### src/rtl/sdf_pkg.sv
// Mode encoding, 1/sqrt(3) constant and widened saturating helpers for the SDF pipeline.
package sdf_pkg;

    localparam int unsigned WIDE_W = 64;

    typedef logic signed [WIDE_W-1:0] wide_t;

    typedef enum logic [1:0] {
        CUBE    = 2'd0,
        OCTA    = 2'd1,
        PLANE_Y = 2'd2,
        RSVD    = 2'd3
    } sdf_mode_e;

    // round(0.5773502692 * 2^16)
    localparam logic [31:0] FP_INV_SQRT3 = 32'd37837;
    localparam real         INV_SQRT3_R  = 0.5773502692;

    function automatic wide_t fp_inv_sqrt3(input int unsigned frac);
        if (frac == 16) return WIDE_W'(FP_INV_SQRT3);
        return WIDE_W'($rtoi(INV_SQRT3_R * (2.0 ** frac) + 0.5));
    endfunction

    // Clamp a widened value into the signed range of a w-bit scalar
    function automatic wide_t fp_sat(input wide_t v, input int unsigned w);
        wide_t hi;
        wide_t lo;
        hi = (wide_t'(1) <<< (w - 1)) - wide_t'(1);
        lo = -hi - wide_t'(1);
        if (v > hi) return hi;
        if (v < lo) return lo;
        return v;
    endfunction

    function automatic wide_t fp_sub_sat(input wide_t a, input wide_t b, input int unsigned w);
        return fp_sat(a - b, w);
    endfunction

    function automatic wide_t fp_add_sat(input wide_t a, input wide_t b, input int unsigned w);
        return fp_sat(a + b, w);
    endfunction

    function automatic wide_t fp_abs_sat(input wide_t a, input int unsigned w);
        return fp_sat(a[WIDE_W-1] ? -a : a, w);
    endfunction

    function automatic wide_t max3(input wide_t a, input wide_t b, input wide_t c);
        wide_t m;
        m = a;
        if (b > m) m = b;
        if (c > m) m = c;
        return m;
    endfunction

endpackage

### src/rtl/vector_pkg.sv
// Shared fixed-point scalar and 3-vector types for the ray-march datapath (Q16.16 by default).
package vector_pkg;

    localparam int unsigned FP_W_DEF = 32;
    localparam int unsigned FRAC_DEF = 16;

    typedef logic signed [FP_W_DEF-1:0] fp;

    // x occupies the most significant slice of a packed vec3
    typedef struct packed {
        fp x;
        fp y;
        fp z;
    } vec3;

endpackage

### src/rtl/sdf_pipe_stage.sv
// Generic valid/stall register slice: loads on advance, holds otherwise; data only captured for valid beats.
module sdf_pipe_stage #(
    parameter int unsigned W = 1
) (
    input  logic         clk,
    input  logic         rst,
    input  logic         advance,
    input  logic         in_valid,
    input  logic [W-1:0] in_data,
    output logic         out_valid,
    output logic [W-1:0] out_data
);

    logic         valid_d;
    logic         valid_q;
    logic [W-1:0] data_d;
    logic [W-1:0] data_q;

    always_comb begin
        valid_d = valid_q;
        data_d  = data_q;
        if (advance) begin
            valid_d = in_valid;
            if (in_valid) data_d = in_data;
        end
    end

    always_ff @(posedge clk or posedge rst) begin
        if (rst) begin
            valid_q <= 1'b0;
            data_q  <= '0;
        end else begin
            valid_q <= valid_d;
            data_q  <= data_d;
        end
    end

    assign out_valid = valid_q;
    assign out_data  = data_q;

endmodule

### src/rtl/sdf_prim_pipe.sv
// Three-stage signed-distance evaluator for cube / octahedron / plane-y with valid/ready flow control.
// Define SDF_SAT_EN for saturating arithmetic and the out_sat flag; default build wraps. Assumes FP_W <= 32.
module sdf_prim_pipe
    import vector_pkg::*;
    import sdf_pkg::*;
#(
    parameter int unsigned FP_W  = FP_W_DEF,
    parameter int unsigned FRAC  = FRAC_DEF,
    parameter int unsigned TAG_W = 4
) (
    input  logic                clk,
    input  logic                rst,
    input  logic                in_valid,
    output logic                in_ready,
    input  logic [3*FP_W-1:0]   in_point,
    input  logic [3*FP_W-1:0]   in_center,
    input  logic [FP_W-1:0]     in_radius,
    input  logic [1:0]          in_mode,
    input  logic [TAG_W-1:0]    in_tag,
    output logic                out_valid,
    input  logic                out_ready,
    output logic [FP_W-1:0]     out_sdf,
    output logic [TAG_W-1:0]    out_tag,
    output logic                out_err
`ifdef SDF_SAT_EN
    ,
    output logic                out_sat
`endif
);

    typedef logic signed [FP_W-1:0] fp_t;
    typedef logic [TAG_W-1:0]       tag_t;

    localparam wide_t K_INV_SQRT3 = fp_inv_sqrt3(FRAC);

    typedef struct packed {
        fp_t       ax;
        fp_t       ay;
        fp_t       az;
        fp_t       dy;
        fp_t       radius;
        sdf_mode_e mode;
        tag_t      tag;
`ifdef SDF_SAT_EN
        logic      sat;
`endif
    } s1_t;

    typedef struct packed {
        fp_t       r;
        fp_t       h;
        sdf_mode_e mode;
        tag_t      tag;
`ifdef SDF_SAT_EN
        logic      sat;
`endif
    } s2_t;

    typedef struct packed {
        fp_t  sdf;
        tag_t tag;
        logic err;
`ifdef SDF_SAT_EN
        logic sat;
`endif
    } s3_t;

    function automatic wide_t wext(input fp_t x);
        return WIDE_W'(x);
    endfunction

    function automatic fp_t f_sub(input fp_t a, input fp_t b);
`ifdef SDF_SAT_EN
        return FP_W'(fp_sub_sat(wext(a), wext(b), FP_W));
`else
        return a - b;
`endif
    endfunction

    function automatic fp_t f_add(input fp_t a, input fp_t b);
`ifdef SDF_SAT_EN
        return FP_W'(fp_add_sat(wext(a), wext(b), FP_W));
`else
        return a + b;
`endif
    endfunction

    // Wrapping abs leaves the most-negative value unchanged
    function automatic fp_t f_abs(input fp_t a);
`ifdef SDF_SAT_EN
        return FP_W'(fp_abs_sat(wext(a), FP_W));
`else
        return a[FP_W-1] ? -a : a;
`endif
    endfunction

    function automatic wide_t octa_scaled(input fp_t diff);
        return (wext(diff) * K_INV_SQRT3) >>> FRAC;
    endfunction

    function automatic fp_t f_octa(input fp_t diff);
`ifdef SDF_SAT_EN
        return FP_W'(fp_sat(octa_scaled(diff), FP_W));
`else
        return FP_W'(octa_scaled(diff));
`endif
    endfunction

`ifdef SDF_SAT_EN
    function automatic logic clipped(input fp_t res, input wide_t exact);
        return wext(res) != exact;
    endfunction

    function automatic wide_t abs_exact(input fp_t a);
        return a[FP_W-1] ? -wext(a) : wext(a);
    endfunction
`endif

    logic advance;
    logic s1_valid;
    logic s2_valid;
    logic s3_valid;
    s1_t  s1_d;
    s1_t  s1_q;
    s2_t  s2_d;
    s2_t  s2_q;
    s3_t  s3_d;
    s3_t  s3_q;
    fp_t  px, py, pz, cx, cy, cz, dx, dy, dz;
    fp_t  sum_xy, sum_xyz, diff;

    // Whole pipe moves together; a full S3 blocked downstream freezes everything
    assign advance  = !s3_valid || out_ready;
    assign in_ready = advance;

    // S1: offset from centre and per-component magnitude
    always_comb begin
        s1_d = '0;
        px   = in_point[3*FP_W-1 -: FP_W];
        py   = in_point[2*FP_W-1 -: FP_W];
        pz   = in_point[FP_W-1:0];
        cx   = in_center[3*FP_W-1 -: FP_W];
        cy   = in_center[2*FP_W-1 -: FP_W];
        cz   = in_center[FP_W-1:0];
        dx   = f_sub(px, cx);
        dy   = f_sub(py, cy);
        dz   = f_sub(pz, cz);
        s1_d.ax     = f_abs(dx);
        s1_d.ay     = f_abs(dy);
        s1_d.az     = f_abs(dz);
        s1_d.dy     = dy;
        s1_d.radius = in_radius;
        s1_d.mode   = sdf_mode_e'(in_mode);
        s1_d.tag    = in_tag;
`ifdef SDF_SAT_EN
        s1_d.sat = clipped(dx, wext(px) - wext(cx)) || clipped(dy, wext(py) - wext(cy))
                || clipped(dz, wext(pz) - wext(cz)) || clipped(s1_d.ax, abs_exact(dx))
                || clipped(s1_d.ay, abs_exact(dy)) || clipped(s1_d.az, abs_exact(dz));
`endif
    end

    // S2: per-mode reduction to (r, h)
    always_comb begin
        s2_d    = '0;
        sum_xy  = f_add(s1_q.ax, s1_q.ay);
        sum_xyz = f_add(sum_xy, s1_q.az);
        s2_d.mode = s1_q.mode;
        s2_d.tag  = s1_q.tag;
        case (s1_q.mode)
            CUBE: begin
                s2_d.r = FP_W'(max3(wext(s1_q.ax), wext(s1_q.ay), wext(s1_q.az)));
                s2_d.h = s1_q.radius >>> 1;
            end
            OCTA: begin
                s2_d.r = sum_xyz;
                s2_d.h = s1_q.radius;
            end
            PLANE_Y: begin
                s2_d.r = s1_q.dy;
                s2_d.h = s1_q.radius;
            end
            default: ;
        endcase
`ifdef SDF_SAT_EN
        s2_d.sat = s1_q.sat || ((s1_q.mode == OCTA)
                && (clipped(sum_xy, wext(s1_q.ax) + wext(s1_q.ay))
                    || clipped(sum_xyz, wext(sum_xy) + wext(s1_q.az))));
`endif
    end

    // S3: final distance; octahedron scaled by 1/sqrt(3)
    always_comb begin
        s3_d     = '0;
        diff     = f_sub(s2_q.r, s2_q.h);
        s3_d.tag = s2_q.tag;
        case (s2_q.mode)
            CUBE, PLANE_Y: s3_d.sdf = diff;
            OCTA:          s3_d.sdf = f_octa(diff);
            default:       s3_d.err = 1'b1;
        endcase
`ifdef SDF_SAT_EN
        s3_d.sat = (s2_q.mode != RSVD)
                && (s2_q.sat || clipped(diff, wext(s2_q.r) - wext(s2_q.h))
                    || ((s2_q.mode == OCTA) && clipped(s3_d.sdf, octa_scaled(diff))));
`endif
    end

    sdf_pipe_stage #(.W($bits(s1_t))) u_s1 (
        .clk       (clk),
        .rst       (rst),
        .advance   (advance),
        .in_valid  (in_valid),
        .in_data   (s1_d),
        .out_valid (s1_valid),
        .out_data  (s1_q)
    );

    sdf_pipe_stage #(.W($bits(s2_t))) u_s2 (
        .clk       (clk),
        .rst       (rst),
        .advance   (advance),
        .in_valid  (s1_valid),
        .in_data   (s2_d),
        .out_valid (s2_valid),
        .out_data  (s2_q)
    );

    sdf_pipe_stage #(.W($bits(s3_t))) u_s3 (
        .clk       (clk),
        .rst       (rst),
        .advance   (advance),
        .in_valid  (s2_valid),
        .in_data   (s3_d),
        .out_valid (s3_valid),
        .out_data  (s3_q)
    );

    assign out_valid = s3_valid;
    assign out_sdf   = s3_q.sdf;
    assign out_tag   = s3_q.tag;
    assign out_err   = s3_q.err;
`ifdef SDF_SAT_EN
    assign out_sat   = s3_q.sat;
`endif

endmodule

### config.mk
export PLATFORM = sky130hd
export DESIGN_NAME = sdf_prim_pipe
export DESIGN_NICKNAME = d
export VERILOG_FILES = /design/src/rtl/sdf_pkg.sv /design/src/rtl/vector_pkg.sv /design/src/rtl/sdf_pipe_stage.sv /design/src/rtl/sdf_prim_pipe.sv
export SDC_FILE = /design/constraint.sdc
export NUM_CORES = 2
export LEC_CHECK = 0
export CAP_MARGIN = 15
export CORE_ASPECT_RATIO = 1.25
export CORE_MARGIN = 4
export CORE_UTILIZATION = 40
export DETAILED_ROUTE_END_ITERATION = 10
export GPL_TIMING_DRIVEN = 0
export PLACE_DENSITY = 0.63
export SLEW_MARGIN = 0
export SYNTH_ARGS = -nofsm -noshare
export SYNTH_HDL_FRONTEND = slang
export SYNTH_SLANG_ARGS = --single-unit
export TNS_END_PERCENT = 50
### constraint.sdc
create_clock -name clk -period 13.23 [get_ports clk]
set_input_delay 2.646 -clock clk [delete_from_list [all_inputs] [get_ports clk]]
set_output_delay 2.646 -clock clk [all_outputs]
set_load 0.01 [all_outputs]
[Word-level counts from Yosys, hierarchy flattened]
Index checks and enable logic that the tools add are counted.
Storage, ports and cells
  input port bits: 234
  register bits after elaboration: 276
  word-level logic and storage cells: 40
  output and inout bits: 39
Operators by class
  multiply operators: 1
  reductions and logical operators: 9
  add/sub/neg operators: 9
  eq/ne operators: 4
  mux-type cells: 9
  magnitude comparators: 2
Operators by type and width (count)
  64-bit case mux with 3 select lines: 1
  32-bit 2-to-1 mux: 4
  64-bit 2-to-1 mux: 2
  32-bit subtractor: 4
  32-bit negator: 3
  32-bit adder: 2
  32-bit by 64-bit greater-than comparator with 1-bit output: 1
  32-bit case mux with 2 select lines: 1
  32-bit by 17-bit multiplier with 48-bit output (second input constant): 1
  32-bit greater-than comparator: 1
  2-bit AND reduction: 3
  2-bit by 1-bit == test with 1-bit output (second input constant): 2
  2-bit == test (second input constant): 2
  2-bit zero test: 2
  3-bit OR reduction: 1
  2-bit OR reduction: 1
  1-bit zero test: 1
  1-bit logical OR: 1
  1-bit 2-to-1 mux: 1

[Logic depth before layout (Yosys ltp)]
  word-level depth: 6
  depth in mapped cells: 38
  depth with buffers taken out: 38

[Cells and area by module]
From an unflattened synthesis, not the netlist that was laid out.
Second synthesis, totals
  cell total of the unflattened synthesis: 3865
  area, all modules: 35644.2 sq um
By module, submodules not included
  sdf_prim_pipe: times used 1, cells each 3275, area each 24816.3 sq um
  sdf_pipe_stage (u_s1): times used 1, cells each 355, area each 6626.4 sq um
  sdf_pipe_stage (u_s2): times used 1, cells each 152, area each 2707.6 sq um
  sdf_pipe_stage (u_s3): times used 1, cells each 83, area each 1493.9 sq um

[Worst setup path before layout]
No wires, ideal clock.
  path kind: reg-to-reg
  start point: register u_s2.data_q[38] (netlist: u_s2.out_data[38])
  end point: register u_s3.data_q[33] (netlist: u_s3.out_data[33])
  period minus slack after synthesis: 8.111 ns
  data required time: 13.103 ns
  stages on the path, launching flop included: 39
  arrival time: 7.984 ns
  library setup time: 0.127 ns
  buffers on the path: 0
  path slack: 5.119 ns
  path through: dfrtp_1 > inv_1 > ha_1 > inv_1 > fa_1 > a21o_1 > a22oi_1 > a2111oi_0 > a21o_1 > a21oi_1 > o21bai_1 > a21oi_1 > o21bai_1 > a21oi_1 > xnor2_1 > ha_1 > xor2_1 > ha_1 > [... 3 more ...] > inv_1 > fa_1 > inv_1 > fa_1 > inv_1 > ha_1 > a21o_1 > a21o_1 > a211oi_1 > or4_1 > a21oi_1 > nor2_1 > o21ai_0 > a21oi_1 > o21ai_0 > xor2_1 > a221oi_1 > nor2_1
On the way
  word-level cells in the longest chain between the ends: 3
Ends and longest elaborated chain
  start: declaration: RTL line sdf_pipe_stage.sv:17  | logic [W-1:0] data_q;
  start signal: assignment: RTL line sdf_pipe_stage.sv:34  | data_q <= data_d;
  32-bit subtractor *: RTL line sdf_prim_pipe.sv:76  | return a - b;
  32-bit by 17-bit multiplier with 48-bit output: RTL line sdf_prim_pipe.sv:98  | return (wext(diff) * K_INV_SQRT3) >>> FRAC;
  32-bit case mux with 2 select lines *: RTL line sdf_prim_pipe.sv:196  | case (s2_q.mode)
  end signal: assignment: RTL line sdf_pipe_stage.sv:34
  end: declaration: RTL line sdf_pipe_stage.sv:17
Every way passes the cells marked *; elsewhere a longest branch is shown, timed or not.
A chain may end at the register's enable or synchronous reset.

[Worst setup path after layout]
  start point: register u_s2.data_q[50] (netlist: u_s2.out_data[50])
  end point: register u_s3.data_q[32] (netlist: u_s3.out_data[32])
Same word-level chain as after synthesis.

==> impl_metrics.tcl <==
set metrics [dict create \
    fillers 8592 \
    cpMaxStageDelayCell "xor2_1" \
    synth_edf_count 0 \
    async_flop_share_pct 100 \
    cp_max_fo 6 \
    cp_common_cell "fa_1" \
    htreeDepth 2 \
    arrival_ns 10.25 \
    grt_pass1_wl_um 168000 \
    drive_above_1_share_pct 3.21 \
    status "finished, final reports clean" \
    clk_pin_slew_worst_paths_ns 0.06 \
    gp_congestion 0.999 \
    post_drt_wl_per_cell_um 19.0 \
    syn_inst 4209 \
    start_util_pct 40.5 \
    ctsHoldBuffers 0 \
    slew_headroom_pct 20.3 \
    gr-total-overflow 0 \
    min_from "u_s3.out_data[0]" \
    cp-end-kind "register" \
    placementRows 120 \
    cts_sinks 275 \
    ant_nets 0 \
    hold_viol_final 0 \
    fin_cells 5709 \
    wirelength_um 109000 \
    synth_nets 5100 \
    finalClockSkew_ns 0.0232 \
    nets 5414 \
    cts.path.max_buffers 3 \
    post_cts_buffers 0 \
    cts_tree "yes" \
    syn_area_per_cell_sq_um 8.26 \
    num_io_pins 273 \
    dp_cells 5644 \
    drc 0 \
    max_freq_mhz 102 \
    setup_tns_ns 0 \
    slew_violations 0 \
    io_buffers 272 \
    grt_start_max_net_pins 126 \
    final-setup-viol-count 0 \
    tightestPinTransition_ns 1.19 \
    area_delta_synth_final_pct 15.8 \
    ys_warn_count 0 \
    critical_path_class "register to register" \
    ys_types 114 \
    dpl_worst_slack_ns 3.49 \
    min_path_cells 2 \
    dieWidth_um 272 \
    ys_seq_area_share_pct 19.8 \
    root_buffer "clkbuf_16" \
    drtIter0Drc 1638 \
    multi_input_area_sq_um 24800 \
    antenna_found_initial 0 \
    seq_area_sq_um 6880 \
    post-route-period-util_pct 74.3 \
    hold_end "u_s3.out_data[0]" \
    coreArea_sq_um 85900 \
    max_stage_delay_ns 0.76 \
    rr_worst_depth 30 \
    syn_area_sq_um 34700 \
    hpwl_um 92800 \
    fp.dieH_um 338 \
    start_kind "register" \
    worst_slack_ns 3.40 \
    cts_made_buffers 35 \
    vias_per_cell 5.30 \
    maxCapViolations 0 \
    period_needed_ns 9.83 \
    critical_path_required_ns 13.65 \
    synth_seq_cells 275 \
    n_antenna_cell 0 \
    grt_use_total_pct 23.2 \
    regToRegSetupSlack_ns 3.40 \
    grt_pass1_vias 30500 \
    cts_resized 0 \
    hold_path_class "register to register" \
    first_pass_iters 6 \
    rsz0062_at_grt "no" \
    synth-main-ff-cell "dfrtp_1" \
    via_count 30200 \
    reg2reg_from "u_s2.out_data[50]" \
    clkLatencyLatePin_ns 0.57 \
    timing.rr.end "u_s3.out_data[32]" \
    die-area_sq_um 91700 \
]
==> layout make-up <==
class                      count  share of cell area (%)
clock inverter                19                   0.597
sequential                   275                    17.1
buffer                       143                    1.37
inverter                     662                    6.19
multi-input combinational   3129                    61.7
clock buffer                  45                    2.37
tap                         1159                    3.60
timing repair buffer         277                    7.03
==> synth_stat cells (all sizes together), types with 76 or more instances <==
cell type    n  area (sq um)
nand2      482          1810
a21o        93           698
inv        662          2480
nor3        76           395
nor2       234           881
xor2       119          1050
clkbuf     120           450
ha         424          5310
xnor2      174          1520
o21ai      280          1410
a21oi      266          1340
dfrtp      275          6880
fa         233          4660
==> worst max-delay path, delay by kind of cell, from the launching register on <==
kind            cells  cell delay [ns]
fa+ha+maj           8             3.74
compound gates      9             2.77
simple gates        7             1.66
xor+xnor            2             0.87
flops               1             0.42
buf+inv             4             0.20
==> per-stage QoR <==
stage                     utilization (%)  instance area [sq um]  hold WS [ns]
after CTS                            46.8                  40200         0.469
after floorplan                         -                  34700         0.439
final                                46.9                  40200         0.464
after detailed placement             45.5                  39000         0.457
after global placement               45.3                  38900         0.450
after global routing                 46.9                  40200         0.492
==> state kept, by name, summed over array words and instances, names as in the netlist <==
signal	flops
u_s2.out_data	70
u_s1.out_valid	1
u_s3.out_valid	1
u_s3.out_data	37
u_s2.out_valid	1
u_s1.out_data	165
==> worst max path at each step <==
stage,start,depth (start not counted),slack [ns],endpoint
5_1_grt,u_s2.out_data[47],30,3.11,u_s3.out_data[33]
2_1_floorplan,rst,1,3.00,u_s1.out_data[0]
4_1_cts,u_s2.out_data[50],30,3.46,u_s3.out_data[33]
6_report,u_s2.out_data[50],30,3.40,u_s3.out_data[32]
3_5_place_dp,u_s2.out_data[50],30,3.49,u_s3.out_data[33]
3_3_place_gp,rst,2,-0.87,u_s3.out_data[4]
==> placed cells by master (no fill, tap or decap), types with 118 or more instances in the layout <==
cell,n
inv_1,659
nand2_1,481
ha_1,424
dfrtp_1,275
clkdlybuf4s50_1,272
a21oi_1,265
o21ai_0,248
nor2_1,233
fa_1,233
xnor2_1,172
clkbuf_1,126
xor2_1,118
==> layer usage <==
| layer | share of wire [%] | wire length, um | GRT usage [%] | vias to the layer above |
|---|---|---|---|---|
| met5 | 0 | 0 | 0 | - |
| met4 | 6.4 | 6970 | 12.5 | 0 |
| met3 | 4.2 | 4530 | 2.57 | 219 |
| met2 | 50 | 54700 | 42.6 | 760 |
| met1 | 39 | 42400 | 26.4 | 14400 |
| li1 | - | - | - | 14900 |
==> cell families (layout without fill, tap and decap cells) <==
logic type,after synthesis,count (layout),synth area share [%]
and+or+nand+nor,1120,1120,15.1
AOI/OAI and AO/OA,1007,1007,18.7
buffers and inverters,805,1146,8.74
adders and majority gates,657,657,28.7
xor gates and xnor gates,293,293,7.41
DFF,275,275,19.8
muxes,52,52,1.53
Power is left out: the tool's default activity adds up to more than one toggle a clock period on the data nets, which glitch-free logic cannot reach.
